<file path="src/rtl/shared_pkg.sv">
// Shared APB slave parameters and state type.
// Imported by the APB completer memory and its register file.
package shared_pkg;

  localparam int ADDR_WIDTH = 32;
  localparam int DATA_WIDTH = 32;
  localparam int NO_SLAVES  = 1;
  localparam int MEM_DEPTH  = 64;

  typedef enum logic {
    IDLE   = 1'b0,
    ACCESS = 1'b1
  } slave_state_e;

endpackage

</file>
<file path="src/rtl/apb_slave_regfile.sv">
// Word memory with byte-lane write port and async clear.
// One write port, one combinational read port.
module apb_slave_regfile #(
  parameter int DATA_WIDTH = 32,
  parameter int MEM_DEPTH  = 64,
  parameter int IDX_W      = 6
) (
  input  logic                    i_clk,
  input  logic                    i_rst_n,
  input  logic                    i_we,
  input  logic [IDX_W-1:0]        i_waddr,
  input  logic [DATA_WIDTH-1:0]   i_wdata,
  input  logic [DATA_WIDTH/8-1:0] i_wstrb,
  input  logic [IDX_W-1:0]        i_raddr,
  output logic [DATA_WIDTH-1:0]   o_rdata
);

  localparam int NB = DATA_WIDTH / 8;

  logic [DATA_WIDTH-1:0] r_mem [MEM_DEPTH];

  // Byte-lane write; reset wipes every word.
  always_ff @(posedge i_clk or negedge i_rst_n) begin
    if (!i_rst_n) begin
      r_mem <= '{default: '0};
    end else if (i_we) begin
      for (int b = 0; b < NB; b++) begin
        if (i_wstrb[b]) begin
          r_mem[i_waddr][b*8 +: 8] <= i_wdata[b*8 +: 8];
        end
      end
    end
  end

  assign o_rdata = r_mem[i_raddr];

endmodule

</file>
<file path="src/rtl/apb_slave_mem.sv">
// APB3/APB4 completer memory with fixed wait states.
// FSM, wait counter, decode and error response.
module apb_slave_mem #(
  parameter int ADDR_WIDTH  = shared_pkg::ADDR_WIDTH,
  parameter int DATA_WIDTH  = shared_pkg::DATA_WIDTH,
  parameter int MEM_DEPTH   = shared_pkg::MEM_DEPTH,
  parameter int WAIT_STATES = 0
) (
  input  logic                    PCLK,
  input  logic                    PRESETn,
  input  logic                    PSEL,
  input  logic                    PENABLE,
  input  logic [ADDR_WIDTH-1:0]   PADDR,
  input  logic                    PWRITE,
  input  logic [DATA_WIDTH-1:0]   PWDATA,
`ifdef AMBA4
  input  logic [DATA_WIDTH/8-1:0] PSTRB,
  input  logic [2:0]              PPROT,
`endif
  output logic [DATA_WIDTH-1:0]   PRDATA,
  output logic                    PREADY,
  output logic                    PSLVERR
);

  import shared_pkg::*;

  localparam int NB    = DATA_WIDTH / 8;
  localparam int LSB   = $clog2(NB);
  localparam int IDX_W = (MEM_DEPTH > 1) ? $clog2(MEM_DEPTH) : 1;
  localparam logic [ADDR_WIDTH-1:0] ALIGN_MASK = ADDR_WIDTH'(NB - 1);

  slave_state_e r_state;
  slave_state_e w_next;

  logic [3:0]            r_cnt;
  logic [IDX_W-1:0]      r_idx;
  logic                  r_write;
  logic [DATA_WIDTH-1:0] r_wdata;
  logic [NB-1:0]         r_strb;
  logic                  r_err;
  logic [DATA_WIDTH-1:0] r_rdata;

  logic [ADDR_WIDTH-1:0] w_idx_full;
  logic                  w_oob;
  logic                  w_mis;
  logic                  w_priv;
  logic                  w_err_in;
  logic [NB-1:0]         w_strb;
  logic                  w_setup;
  logic                  w_ready;
  logic                  w_done;
  logic                  w_we;
  logic [DATA_WIDTH-1:0] w_rdata;

  assign w_idx_full = PADDR >> LSB;
  assign w_oob      = (w_idx_full >= ADDR_WIDTH'(MEM_DEPTH));
  assign w_mis      = |(PADDR & ALIGN_MASK);
`ifdef AMBA4
  assign w_priv = PWRITE & ~PPROT[0]
                & (w_idx_full == ADDR_WIDTH'(MEM_DEPTH - 1));
  assign w_strb = PSTRB;
`else
  assign w_priv = 1'b0;
  assign w_strb = '1;
`endif
  assign w_err_in = w_oob | w_mis | w_priv;

  assign w_setup = PSEL & ~PENABLE;
  assign w_ready = (r_state == ACCESS) && (r_cnt == 4'd0);
  assign w_done  = (r_state == ACCESS) & PSEL & PENABLE & w_ready;
  assign w_we    = w_done & r_write & ~r_err;

  // State register.
  always_ff @(posedge PCLK or negedge PRESETn) begin
    if (!PRESETn) r_state <= IDLE;
    else          r_state <= w_next;
  end

  // Next state: enter on setup, leave on completion or abort.
  always_comb begin
    w_next = r_state;
    unique case (r_state)
      IDLE: begin
        if (w_setup) w_next = ACCESS;
      end
      ACCESS: begin
        if (!PSEL)                    w_next = IDLE;
        else if (PENABLE && w_ready)  w_next = IDLE;
      end
      default: w_next = IDLE;
    endcase
  end

  // Latch the request at setup; count down wait states.
  always_ff @(posedge PCLK or negedge PRESETn) begin
    if (!PRESETn) begin
      r_cnt   <= '0;
      r_idx   <= '0;
      r_write <= 1'b0;
      r_wdata <= '0;
      r_strb  <= '0;
      r_err   <= 1'b0;
      r_rdata <= '0;
    end else if (r_state == IDLE && w_setup) begin
      r_cnt   <= 4'(WAIT_STATES);
      r_idx   <= w_idx_full[IDX_W-1:0];
      r_write <= PWRITE;
      r_wdata <= PWDATA;
      r_strb  <= w_strb;
      r_err   <= w_err_in;
      r_rdata <= w_err_in ? '0 : w_rdata;
    end else if (r_state == ACCESS && r_cnt != 4'd0) begin
      r_cnt <= r_cnt - 4'd1;
    end
  end

  apb_slave_regfile #(
    .DATA_WIDTH (DATA_WIDTH),
    .MEM_DEPTH  (MEM_DEPTH),
    .IDX_W      (IDX_W)
  ) u_regfile (
    .i_clk   (PCLK),
    .i_rst_n (PRESETn),
    .i_we    (w_we),
    .i_waddr (r_idx),
    .i_wdata (r_wdata),
    .i_wstrb (r_strb),
    .i_raddr (w_idx_full[IDX_W-1:0]),
    .o_rdata (w_rdata)
  );

  assign PREADY  = w_ready;
  assign PSLVERR = w_ready & r_err;
  assign PRDATA  = r_rdata;

endmodule

</file>
<file path="config.mk">
export PLATFORM = sky130hd
export DESIGN_NAME = apb_slave_mem
export DESIGN_NICKNAME = d
export VERILOG_FILES = /design/src/rtl/shared_pkg.sv /design/src/rtl/apb_slave_regfile.sv /design/src/rtl/apb_slave_mem.sv
export SDC_FILE = /design/constraint.sdc
export NUM_CORES = 2
export LEC_CHECK = 0
export CAP_MARGIN = 20
export CORE_ASPECT_RATIO = 0.7
export CORE_UTILIZATION = 25
export DETAILED_ROUTE_END_ITERATION = 6
export SLEW_MARGIN = 20
export SYNTH_ARGS = -nofsm -noshare
export SYNTH_HDL_FRONTEND = slang
export SYNTH_SLANG_ARGS = --single-unit
</file>
<file path="constraint.sdc">
create_clock -name PCLK -period 3.7 [get_ports PCLK]
set_input_delay 0.74 -clock PCLK [delete_from_list [all_inputs] [get_ports PCLK]]
set_output_delay 0.74 -clock PCLK [all_outputs]
set_load 0.05 [all_outputs]
</file>
Word level (Yosys, flattened, before mapping)
Cells that the tools add are included. Widths: inputs -> output; s select.

Reductions and logical operators: 9. Magnitude comparators: 4. Multiplexer cells: 29. Add/sub/neg operators: 1. Bitwise operators: 13.

Operators with widths (number): $mux 2048 (7); $bwmux 2048 (4); $demux 32 s6 (4); $bmux 32 s6 (1); $mux 32 (4); $ge 30x7->1 const B (1); $mux 24 (1); $mux 16 (1); $ge 7x7->1 const B (2); $not 6->7 (2); $mux 4 (2); $mux 8 (1); $and 1x1->1 (7); $lt 7x1->1 const B (1); $logic_and 1x1->1 (5); $logic_not 4->1 (1); $reduce_bool 4->1 (1); $sub 4x1->4 const B (1); $mux 1 (3); $not 1->1 (3); $pmux 1 s2 (1); $reduce_bool 2->1 (1); $reduce_or 2->1 (1); $or 1x1->1 (1).

Flip-flop bits (word level): 2126. Bits of input ports: 69.

Logic depth before layout (Yosys ltp)
Depth after elaboration: 16. Gate-level depth with buffers: 9.

Cells and area by module
A second synthesis with hierarchy kept.

Cell total of the unflattened synthesis: 6350. Area total of the unflattened synthesis: 96988.0 µm².

By module, submodules not included: apb_slave_regfile (instances 1, area an instance 93468.4 µm², cells an instance 5997); apb_slave_mem (instances 1, area an instance 3519.6 µm², cells an instance 353).

Worst setup path after synthesis
No wires, ideal clock.

Path kind: in2reg. Start: input port PADDR[2]. End: register r_rdata[24], in the netlist PRDATA[24]. Required time: 3571 ps. Path buffers: 4. Arrival: 2688 ps. Cell stages on the path: 9. Setup slack: 884 ps. Path through: buf_2 > clkbuf_1 > buf_2 > buf_2 > mux4_2 > a22oi_1 > nand2_1 > a22oi_1 > nand3_1.

Cells in the longest elaborated chain, start to end: 5. Elaborated cells on any way between the ends: 7. Those cells by class: order compare: 1; mux: 4; bitwise: 2.

Ends and longest elaborated chain: start: declaration (line apb_slave_mem.sv:13) `input logic [ADDR_WIDTH-1:0] PADDR,`; branches (longest 4 deep; another with $ge 30x7->1); $mux 32 * (line apb_slave_mem.sv:111) `r_rdata <= w_err_in ? '0 : w_rdata;`; end signal: assignment (line apb_slave_mem.sv:111); end: declaration (line apb_slave_mem.sv:41) `logic [DATA_WIDTH-1:0] r_rdata;`.

Mark *: on every way between the ends. The select of a mux whose other input is x is not followed. A chain may end at the register's enable or synchronous reset.

Final worst setup path
Start: register r_cnt[0]. End: output port PSLVERR.

Cells in the longest elaborated chain, start to end: 3.

Ends and longest elaborated chain: start: declaration (line apb_slave_mem.sv:35) `logic [3:0] r_cnt;`; start signal: assignment (line apb_slave_mem.sv:105) `r_cnt <= 4'(WAIT_STATES);`; start signal: assignment (line apb_slave_mem.sv:113) `r_cnt <= r_cnt - 4'd1;`; $logic_not 4->1 (line apb_slave_mem.sv:69) `assign w_ready = (r_state == ACCESS) && (r_cnt == 4'd0);`; $logic_and 1x1->1 (line apb_slave_mem.sv:69); $and 1x1->1 (line apb_slave_mem.sv:133) `assign PSLVERR = w_ready & r_err;`; end: declaration (line apb_slave_mem.sv:22) `output logic PSLVERR`.

Every way passes these cells.

==> out/results.ini <==
[outcome]
status=finished, final reports clean

[logic_synthesis]
synth_xor_area_frac=0.000184
seq_area_frac_synth=0.558
syn_nets=6075
synth-compound-area-share=0.0131
synth.area.top_cells=dfrtp_1, mux2_2, mux4_2, clkbuf_1, mux2i_1
synth_area_leader_cell=dfrtp_1
yosys.area_share.simple=0.0177
netlist_instances=6004
synth_top_area_frac=0.558
ys_ff_latch=2126
muxShareOfSynthArea=0.384
synthAdderAreaFrac=0.000262
syn_avg_cell_area_sq_um=15.9
synth_area_sq_um=95400
yosys_warnings=0
synth_top_family_by_area=multiplexers
ys_types=38

[setup_path]
arrival_ns=2.72
crit_type=reg -> out
start_kind=register
worstPathRequired_ns=2.96
path_max_fanout=4
setup.worst_path.end_class=output port

[drt]
num_vias=55000
vias_per_cell=4.87
routed_wl_um=282000
drc=0
drt_iter0_drc=4649
dr.pass1.iters=5
post_drt_wl_per_cell_um=25.0
ant_nets=0

[cells_and_area]
nets=6129
final_util=0.296
drive_above_1_share=0.543
final_cells=11300
regArea_sq_um=53300
area.growth.synth_to_final_pct=17.6
multi_input_area_sq_um=40000
fillerInstances=37100

[clock_tree]
htree_levels=4
cts_resized=0
cts_tree=done
path_clk_slew_ns=0.07
clockBufferDepth=4
cts_root_buffer=clkbuf_16
clock_latency_ns=0.89
cts_buffers=206
clock-sinks=2126

[global_routing]
grt_busiest_layer=met1
antenna_found_initial=9
grt_overflow=0
grt_max_degree=124
grt_pass1_wl_um=416000
grt_pass1_vias=58100
grt_usage=0.144
use_met3=0.0304
grt_use_met1=0.216
use_met2=0.214

[power_and_ir_drop]
p_leak_uw=0.0526
peakVddDrop_mv=0.357
powerDensity_nw_per_um2=435

[timing]
setup-violations-final=0
setup_tns_ns=0
rsz0062_at_grt=false
worst_pin_slew_ns=1.12
skew_ns=0.0722
slew_viol_final=0
slew_headroom=0.255
period_needed_ns=3.46
hold_viol=0
fin_crit_sh=0.935
fmax_ghz=0.289

[place]
portBuffers=102
gp_congestion=0.785
dpl.hpwl_um=183000
placed_cells=10900

[floorplanning]
core.rowCount=189
dieArea_sq_um=384000
die_h_um=519
boundaryPins=103
core_area_sq_um=379000
start_util=0.252
fp.dieW_um=740

[run]
drv_cap=0

[min_path]
hold_class=in -> reg

==> flip-flops by register name (all words and copies together) (netlist names) <==
register / flops
PRDATA: 32
r_cnt: 4
r_err: 1
r_idx: 6
r_state: 1
r_strb: 1
r_wdata: 32
r_write: 1
u_regfile.r_mem: 2048
==> cells by family (layout without fill, tap and decap cells) <==
kind of cell,after synthesis,in the layout
other,0,3
muxes,2720,2720
AOI/OAI and AO/OA,167,167
DFF,2126,2126
and+or+nand+nor,369,369
adders and majority gates,2,2
xor gates and xnor gates,2,2
buffers and inverters,618,831
==> cells in the mapped netlist (all sizes together) <==
cell     count
a21boi       1
a22oi      160
and2         4
and3         1
and3b        2
buf        263
clkbuf     348
dfrtp     2126
ha           2
inv          7
mux2      2048
mux2i      128
mux4       544
nand2      174
nand3      100
nand3b       4
nand4        3
nand4bb      1
nor2        50
nor2b        4
nor3         4
nor3b        5
nor4        10
o21ai        4
o22a         1
o31ai        1
or2          3
or3          1
or3b         2
or4          1
xnor2        2
==> layout make-up <==
cell class,count,area share
diodes,3,0.0000670
repair buffers,457,0.0504
clock buffers,310,0.0552
multi-input cells,3260,0.357
well taps,5061,0.0565
inverters,7,0.000234
flip-flops and latches,2126,0.475
clock inverters,57,0.00567
==> per-stage QoR <==
stage / hold slack, ns / setup WS [ns] / area [sq um] / power (uW)
finish: 0.303 / 0.239 / 112000 / 48800
floorplan: 0.439 / 0.884 / 95400 / 25700
detailed placement: 0.454 / 0.125 / 105000 / 27600
CTS: 0.259 / 0.168 / 112000 / 49300
global placement: 0.462 / 0.138 / 105000 / 27500
global route: 0.282 / 0.0800 / 112000 / 50500
==> layer usage <==
metal / share of wire / vias up
met5: 0.000039 / -
met4: 0.020 / 2
met3: 0.065 / 340
met2: 0.44 / 1512
met1: 0.48 / 30800
li1: - / 22400
==> worst max-delay path, stage by stage (launching register included) <==
cell and delay, ns:
dfrtp_1 0.41, inv_1 0.09, ha_1 0.17, nand4bb_1 0.16
inv_1 0.10, and2_1 0.12, clkdlybuf4s50_1 0.82
==> layout by cell type, fill, tap and decap left out, types with 58 or more instances in the layout <==
cell                n
mux2i_1           128
dfrtp_1          2095
clkbuf_8           58
clkbuf_16         209
mux4_2            544
buf_12            155
a22oi_1           160
nand2_1           149
buf_4             200
nand3_1           100
mux2_2           2029
clkdlybuf4s50_1    96
==> report_power, final <==
group / internal [uW] / total, uW / switching, uW
registers: 23400 / 24300 / 976
clock network: 12200 / 21600 / 9370
logic: 806 / 2830 / 2020
==> final timing paths <==
kind | startpoint | to | slack [ns] | cells past startpoint
setup / recovery | r_cnt[0] | PSLVERR | 0.24 | 6
hold / removal | PADDR[3] | r_idx[1] | 0.30 | 3
setup reg to reg | r_cnt[0] | u_regfile.r_mem[314] | 0.63 | 9
hold reg to reg | r_strb[0] | r_strb[0] | 0.48 | 1
max in group asynchronous | PRESETn | u_regfile.r_mem[217] | 1.89 | 4
min in group asynchronous | PRESETn | u_regfile.r_mem[447] | 0.55 | 2
==> timing repair <==
| action | 4_1_cts | 5_1_grt |
|---|---|---|
| hold endpoints to repair | 57 | 0 |
| hold buffers | 1 | 0 |
| setup buffers | 0 | 0 |
Note: power is estimated with default switching activity, not from simulation.
